$ cat src/rtl/axis_spi_reg_bridge.sv
// Register-access bridge: frames one read/write request into an AXIS byte stream for the SPI master
// and folds the returned MISO bytes into a single response (read data + error flag).
module axis_spi_reg_bridge #(
    parameter int ADDR_BYTES     = 1,
    parameter int DATA_BYTES     = 2,
    parameter int TIMEOUT_CYCLES = 4096
) (
    input  logic                    clk_i,
    input  logic                    rst_i,
    input  logic                    req_valid_i,
    output logic                    req_ready_o,
    input  logic                    req_rw_i,
    input  logic [ADDR_BYTES*8-2:0] req_addr_i,
    input  logic [DATA_BYTES*8-1:0] req_wdata_i,
    output logic                    rsp_valid_o,
    input  logic                    rsp_ready_i,
    output logic [DATA_BYTES*8-1:0] rsp_rdata_o,
    output logic                    rsp_err_o,
    output logic [7:0]              m_tdata_o,
    output logic                    m_tvalid_o,
    input  logic                    m_tready_i,
    output logic                    m_tlast_o,
    input  logic [7:0]              s_tdata_i,
    input  logic                    s_tvalid_i,
    output logic                    s_tready_o,
    input  logic                    s_tlast_i
);

    localparam int N  = ADDR_BYTES + DATA_BYTES;
    localparam int DW = DATA_BYTES * 8;
    localparam int FW = N * 8;
    localparam int CW = $clog2(N + 1);
    localparam int TW = (TIMEOUT_CYCLES > 1) ? $clog2(TIMEOUT_CYCLES + 1) : 1;

    // Handshakes: a byte/request/response transfers on a rising clk_i edge where valid and
    // ready are both high; a source holds its payload stable while valid && !ready.
    typedef enum logic [1:0] {
        ST_IDLE = 2'd0,
        ST_XFER = 2'd1,
        ST_RESP = 2'd2
    } state_t;

    state_t          state_q;
    logic [FW-1:0]   tx_q;
    logic [DW-1:0]   rdata_q;
    logic [CW-1:0]   tx_cnt_q;
    logic [CW-1:0]   rx_cnt_q;
    logic [TW-1:0]   tmo_q;
    logic            err_q;
    logic            req_ready_q;
    logic            rsp_valid_q;
    logic            m_tvalid_q;
    logic            m_tlast_q;
    logic            s_tready_q;

    logic            tx_hs_d;
    logic            rx_hs_d;
    logic            rx_final_d;
    logic            tmo_hit_d;
    logic [FW-1:0]   tx_load_d;
    logic [DW-1:0]   rdata_shift_d;

    assign tx_hs_d       = m_tvalid_q && m_tready_i;
    assign rx_hs_d       = s_tvalid_i && s_tready_q;
    assign rx_final_d    = (rx_cnt_q == CW'(N - 1));
    assign tmo_hit_d     = (TIMEOUT_CYCLES != 0) && (tmo_q == TW'(TIMEOUT_CYCLES - 1));
    // Reads send filler zeros in the data phase so the slave can drive MISO.
    assign tx_load_d     = {req_rw_i, req_addr_i, (req_rw_i ? {DW{1'b0}} : req_wdata_i)};
    assign rdata_shift_d = (rdata_q << 8) | DW'(s_tdata_i);

    always_ff @(posedge clk_i or posedge rst_i) begin
        if (rst_i) begin
            state_q     <= ST_IDLE;
            tx_q        <= '0;
            rdata_q     <= '0;
            tx_cnt_q    <= '0;
            rx_cnt_q    <= '0;
            tmo_q       <= '0;
            err_q       <= 1'b0;
            req_ready_q <= 1'b0;
            rsp_valid_q <= 1'b0;
            m_tvalid_q  <= 1'b0;
            m_tlast_q   <= 1'b0;
            s_tready_q  <= 1'b0;
        end else begin
            case (state_q)
                ST_IDLE: begin
                    req_ready_q <= 1'b1;
                    if (req_valid_i && req_ready_q) begin
                        tx_q        <= tx_load_d;
                        rdata_q     <= '0;
                        tx_cnt_q    <= '0;
                        rx_cnt_q    <= '0;
                        tmo_q       <= '0;
                        err_q       <= 1'b0;
                        req_ready_q <= 1'b0;
                        m_tvalid_q  <= 1'b1;
                        m_tlast_q   <= (N == 1);
                        s_tready_q  <= 1'b1;
                        state_q     <= ST_XFER;
                    end
                end

                ST_XFER: begin
                    if (tx_hs_d) begin
                        tx_q     <= tx_q << 8;
                        tx_cnt_q <= tx_cnt_q + CW'(1);
                        if (tx_cnt_q == CW'(N - 1)) begin
                            m_tvalid_q <= 1'b0;
                            m_tlast_q  <= 1'b0;
                        end else begin
                            m_tlast_q <= (tx_cnt_q == CW'(N - 2));
                        end
                    end

                    // An rx handshake restarts the idle counter and beats a same-cycle timeout.
                    if (rx_hs_d) begin
                        rx_cnt_q <= rx_cnt_q + CW'(1);
                        tmo_q    <= '0;
                        if (rx_cnt_q >= CW'(ADDR_BYTES)) begin
                            rdata_q <= rdata_shift_d;
                        end
                        if (s_tlast_i || rx_final_d) begin
                            err_q       <= !(s_tlast_i && rx_final_d);
                            rsp_valid_q <= 1'b1;
                            s_tready_q  <= 1'b0;
                            m_tvalid_q  <= 1'b0;
                            m_tlast_q   <= 1'b0;
                            tx_q        <= '0;
                            state_q     <= ST_RESP;
                        end
                    end else if (tmo_hit_d) begin
                        err_q       <= 1'b1;
                        rsp_valid_q <= 1'b1;
                        s_tready_q  <= 1'b0;
                        m_tvalid_q  <= 1'b0;
                        m_tlast_q   <= 1'b0;
                        tx_q        <= '0;
                        state_q     <= ST_RESP;
                    end else begin
                        tmo_q <= tmo_q + TW'(1);
                    end
                end

                ST_RESP: begin
                    if (rsp_ready_i) begin
                        rsp_valid_q <= 1'b0;
                        req_ready_q <= 1'b1;
                        state_q     <= ST_IDLE;
                    end
                end

                default: begin
                    state_q <= ST_IDLE;
                end
            endcase
        end
    end

    assign req_ready_o = req_ready_q;
    assign rsp_valid_o = rsp_valid_q;
    assign rsp_rdata_o = rdata_q;
    assign rsp_err_o   = err_q;
    assign m_tdata_o   = tx_q[FW-1 -: 8];
    assign m_tvalid_o  = m_tvalid_q;
    assign m_tlast_o   = m_tlast_q;
    assign s_tready_o  = s_tready_q;

endmodule

$ cat config.mk
export PLATFORM = sky130hd
export DESIGN_NAME = axis_spi_reg_bridge
export DESIGN_NICKNAME = d
export VERILOG_FILES = /design/src/rtl/axis_spi_reg_bridge.sv
export SDC_FILE = /design/constraint.sdc
export NUM_CORES = 1
export LEC_CHECK = 0
export BUFFER_PORTS_ARGS = -buffer_cell sky130_fd_sc_hd__buf_2
export CAP_MARGIN = 20
export CORE_ASPECT_RATIO = 1.1
export CORE_UTILIZATION = 48
export CTS_CLUSTER_DIAMETER = 40
export DETAILED_ROUTE_END_ITERATION = 6
export PLACE_DENSITY = 0.75
export SLEW_MARGIN = 20
export SYNTH_ARGS = -nofsm -noshare
export SYNTH_HDL_FRONTEND = slang
export SYNTH_SLANG_ARGS = --single-unit
$ cat constraint.sdc
create_clock -name clk_i -period 2.1 [get_ports clk_i]
set_input_delay 0.105 -clock clk_i [delete_from_list [all_inputs] [get_ports clk_i]]
set_output_delay 0.105 -clock clk_i [all_outputs]
set_load 0.02 [all_outputs]
==> out/metrics.cfg <==
[synth]
yosys_warnings = 0
synth_edf_count = 0
asyncSetResetFlopFracSynth = 1.00
syn-num-nets = 351
ys.flop_type = dfrtp_1
synth.area.top_cells = dfrtp_1 (53%), o21ai_0 (6.9%), nand2_1 (5.9%)
netlist_area_um2 = 3050
syn_avg_cell_area_um2 = 9.95
synth_top_area_share = 0.533
synth_cells = 307
ys_types = 43
seq_area_frac_synth = 0.533
synth_top_area_cell = dfrtp_1
yosysMostFrequentCell = dfrtp_1
ys_ff_latch = 65
yosys-top-cells-count = dfrtp_1 (65), nand2_1 (48), o21ai_0 (42)

[hold_path]
worstHoldStart = req_wdata_i[3]
worstHoldPathCells = 2
min_to = tx_q[3]$_DFFE_PP0P_
hp-class = in -> reg

[global_route]
gr-total-overflow = 0
grt_use_total = 0.229
grt_pass1_wl_um = 11900
grt_pass1_vias = 2635
grt_max_degree = 41
grt_antenna_before_repair = 0

[finish]
diodes = 0
drive_above_1_share = 0.298
fin_nets = 438
area_growth_pct = 25.2
fin_area_um2 = 3820

[power_and_ir_drop]
power_leakage_nw = 1.94
total_power_mw = 2.26
peakVddDrop_mv = 0.445
swShare = 0.224
p_int_mw = 1.75
pwr-share-comb = 0.038
p_sw_uw = 505
clkPwrFrac = 0.407
power_density_nw_per_um2 = 590
seq_power_share = 0.554

[detailed_routing]
totalWireLength_um = 6840
vias_per_cell = 5.38
firstDrtPassIters = 4
drtAntennaViolNets = 0
first_iter_violations = 133
drc = 0
vias = 2576
wl_per_cell_um = 14.3

[floorplanning]
core_area_um2 = 6160
initial_core_util = 0.496
dieArea_um2 = 6690
die_w_um = 78.1
ioPinCount = 69
rows = 30
die_height_um = 85.7

[sta]
clock.fmax_mhz = 507
hold_viol_final = 0
tightest_slew_ps = 562
fin_tns_setup_ps = 0
holdWs_ps = 14.7
post-route-min-period_ps = 1970
period_share = 0.940
grt_setup_unrepaired = false
relSlewSlack = 0.625
skew_ps = 7.84
drv_slew = 0
postLayoutSetupSlackWorst_ps = 126
finalSetupViolations = 0

[worst_setup_path]
endpoint_kind = flop
required_ps = 2320
r2r-start = tmo_q[12]$_DFFE_PP0P_
arrival_ps = 2190
start_kind = flop
critPathKind = reg -> reg
r2r_end = tx_q[14]$_DFFE_PP0P_
crit_fanout = 13
reg2reg_depth = 6
r2r_slack_ps = 130

[placed_design]
post-place-ws_ps = 95.6
port_buffers = 68
gp_congestion = 0.794
place_area_um2 = 3540
hpwl_um = 4800

[status]
outcome = finished clean

[clock_tree]
cts_tree = done
cts_root_buf = clkbuf_8
path_clk_slew_ps = 70
cts_num_sinks = 65
h-tree-depth = 3
cts_buffers = 9
clock_path_buffers = 2
insertion_delay_ps = 340

[job]
drv_cap = 0

[worst max-delay path: stages, from the launching register on]
cell      delay [ps]
dfrtp_1          370
nand3b_1         230
nor4_4           320
a211oi_2         140
buf_4            180
a21o_4           260
a221o_1          360
[power groups by stage]
| stage | sequential, mW | clock [mW] | combinational (mW) |
|---|---|---|---|
| finish | 1.25 | 0.920 | 0.0863 |
| global route | 1.25 | 0.989 | 0.0998 |
| CTS | 1.25 | 0.934 | 0.0880 |
| detailed placement | 1.28 | 0 | 0.0723 |
| global placement | 1.28 | 0 | 0.0716 |
| floorplan | 1.28 | 0 | 0.0229 |
[stage by stage]
step,cells,util
2_1_floorplan,307,-
3_3_place_gp,452,0.575
3_5_place_dp,452,0.575
4_1_cts,479,0.621
5_1_grt,479,0.621
6_report,479,0.621
[flip-flops by register name (all words and copies together), names as in the netlist]
| register | cells |
|---|---|
| m_tlast_o | 1 |
| m_tvalid_o | 1 |
| req_ready_o | 1 |
| rsp_err_o | 1 |
| rsp_rdata_o | 16 |
| rsp_valid_o | 1 |
| rx_cnt_q | 2 |
| s_tready_o | 1 |
| state_q | 2 |
| tmo_q | 13 |
| tx_cnt_q | 2 |
| tx_q | 24 |
[final cells by class]
type | instances | area [µm²]
fillers | 514 | 2330
flip-flops and latches | 65 | 1630
multi-input cells | 212 | 1280
repair buffers | 99 | 613
clock buffers | 11 | 141
well taps | 80 | 100
clock inverters | 5 | 31.3
inverters | 7 | 26.3
[cell families after synthesis]
kind of cell               Yosys count  synth area share
and+or+nand+nor                    106             0.173
AOI/OAI and AO/OA                   92             0.196
DFF                                 65             0.533
buffers and inverters               30            0.0520
xor gates and xnor gates             8            0.0229
adders and majority gates            5            0.0205
muxes                                1           0.00328
[per-layer routing]
layer  share of wire  wire [µm]  track usage  vias up
met5               0          0            0        -
met2            0.50       3410        0.400       77
met1            0.44       3000        0.273     1232
met4           0.018        121       0.0960        0
li1                -          -            -     1253
met3           0.045        309       0.0489       14
[timing repair]
| item | in CTS | in global routing |
|---|---|---|
| hold buffers | 11 | 0 |
| gates resized for setup | 0 | 1 |
| endpoints found under the setup margin | 0 | 4 |
| buffers inserted | 0 | 0 |
| endpoints found under the hold margin | 35 | 0 |
[cells in the final DEF, fill, tap and decap left out, types with 2 or more instances in the layout]
cell,synthesis,layout
clkbuf_8,0,10
clkinv_2,0,3
a22o_2,5,5
a21oi_1,17,16
buf_4,8,19
xnor2_1,6,6
nor4_1,2,2
nor3_1,6,6
o21ai_0,42,42
nand2_1,48,48
nand3_1,10,10
a221o_1,4,4
buf_2,1,68
o22ai_1,2,2
ha_1,5,4
dfrtp_1,65,65
or2_2,2,2
o31ai_1,2,2
dlygate4sd3_1,0,11
a2bb2oi_1,12,12
a22o_1,3,3
nand2b_1,2,2
xor2_1,2,2
nor2_1,16,16
and2_1,6,6
inv_1,7,6
nand4_1,4,4
[how the worst max path moves through the flow]
stage / from / end / cells after the start
after floorplan: tmo_q[1]$_DFFE_PP0P_ / tx_q[23]$_DFFE_PP0P_ / 8
after global placement: tmo_q[1]$_DFFE_PP0P_ / tmo_q[10]$_DFFE_PP0P_ / 6
after detailed placement: tmo_q[1]$_DFFE_PP0P_ / tx_q[14]$_DFFE_PP0P_ / 7
after global routing: tmo_q[12]$_DFFE_PP0P_ / tx_q[23]$_DFFE_PP0P_ / 6
after CTS: tmo_q[1]$_DFFE_PP0P_ / tmo_q[10]$_DFFE_PP0P_ / 6
final: tmo_q[12]$_DFFE_PP0P_ / tx_q[14]$_DFFE_PP0P_ / 6
No activity file was read; power rests on OpenSTA's default activity.
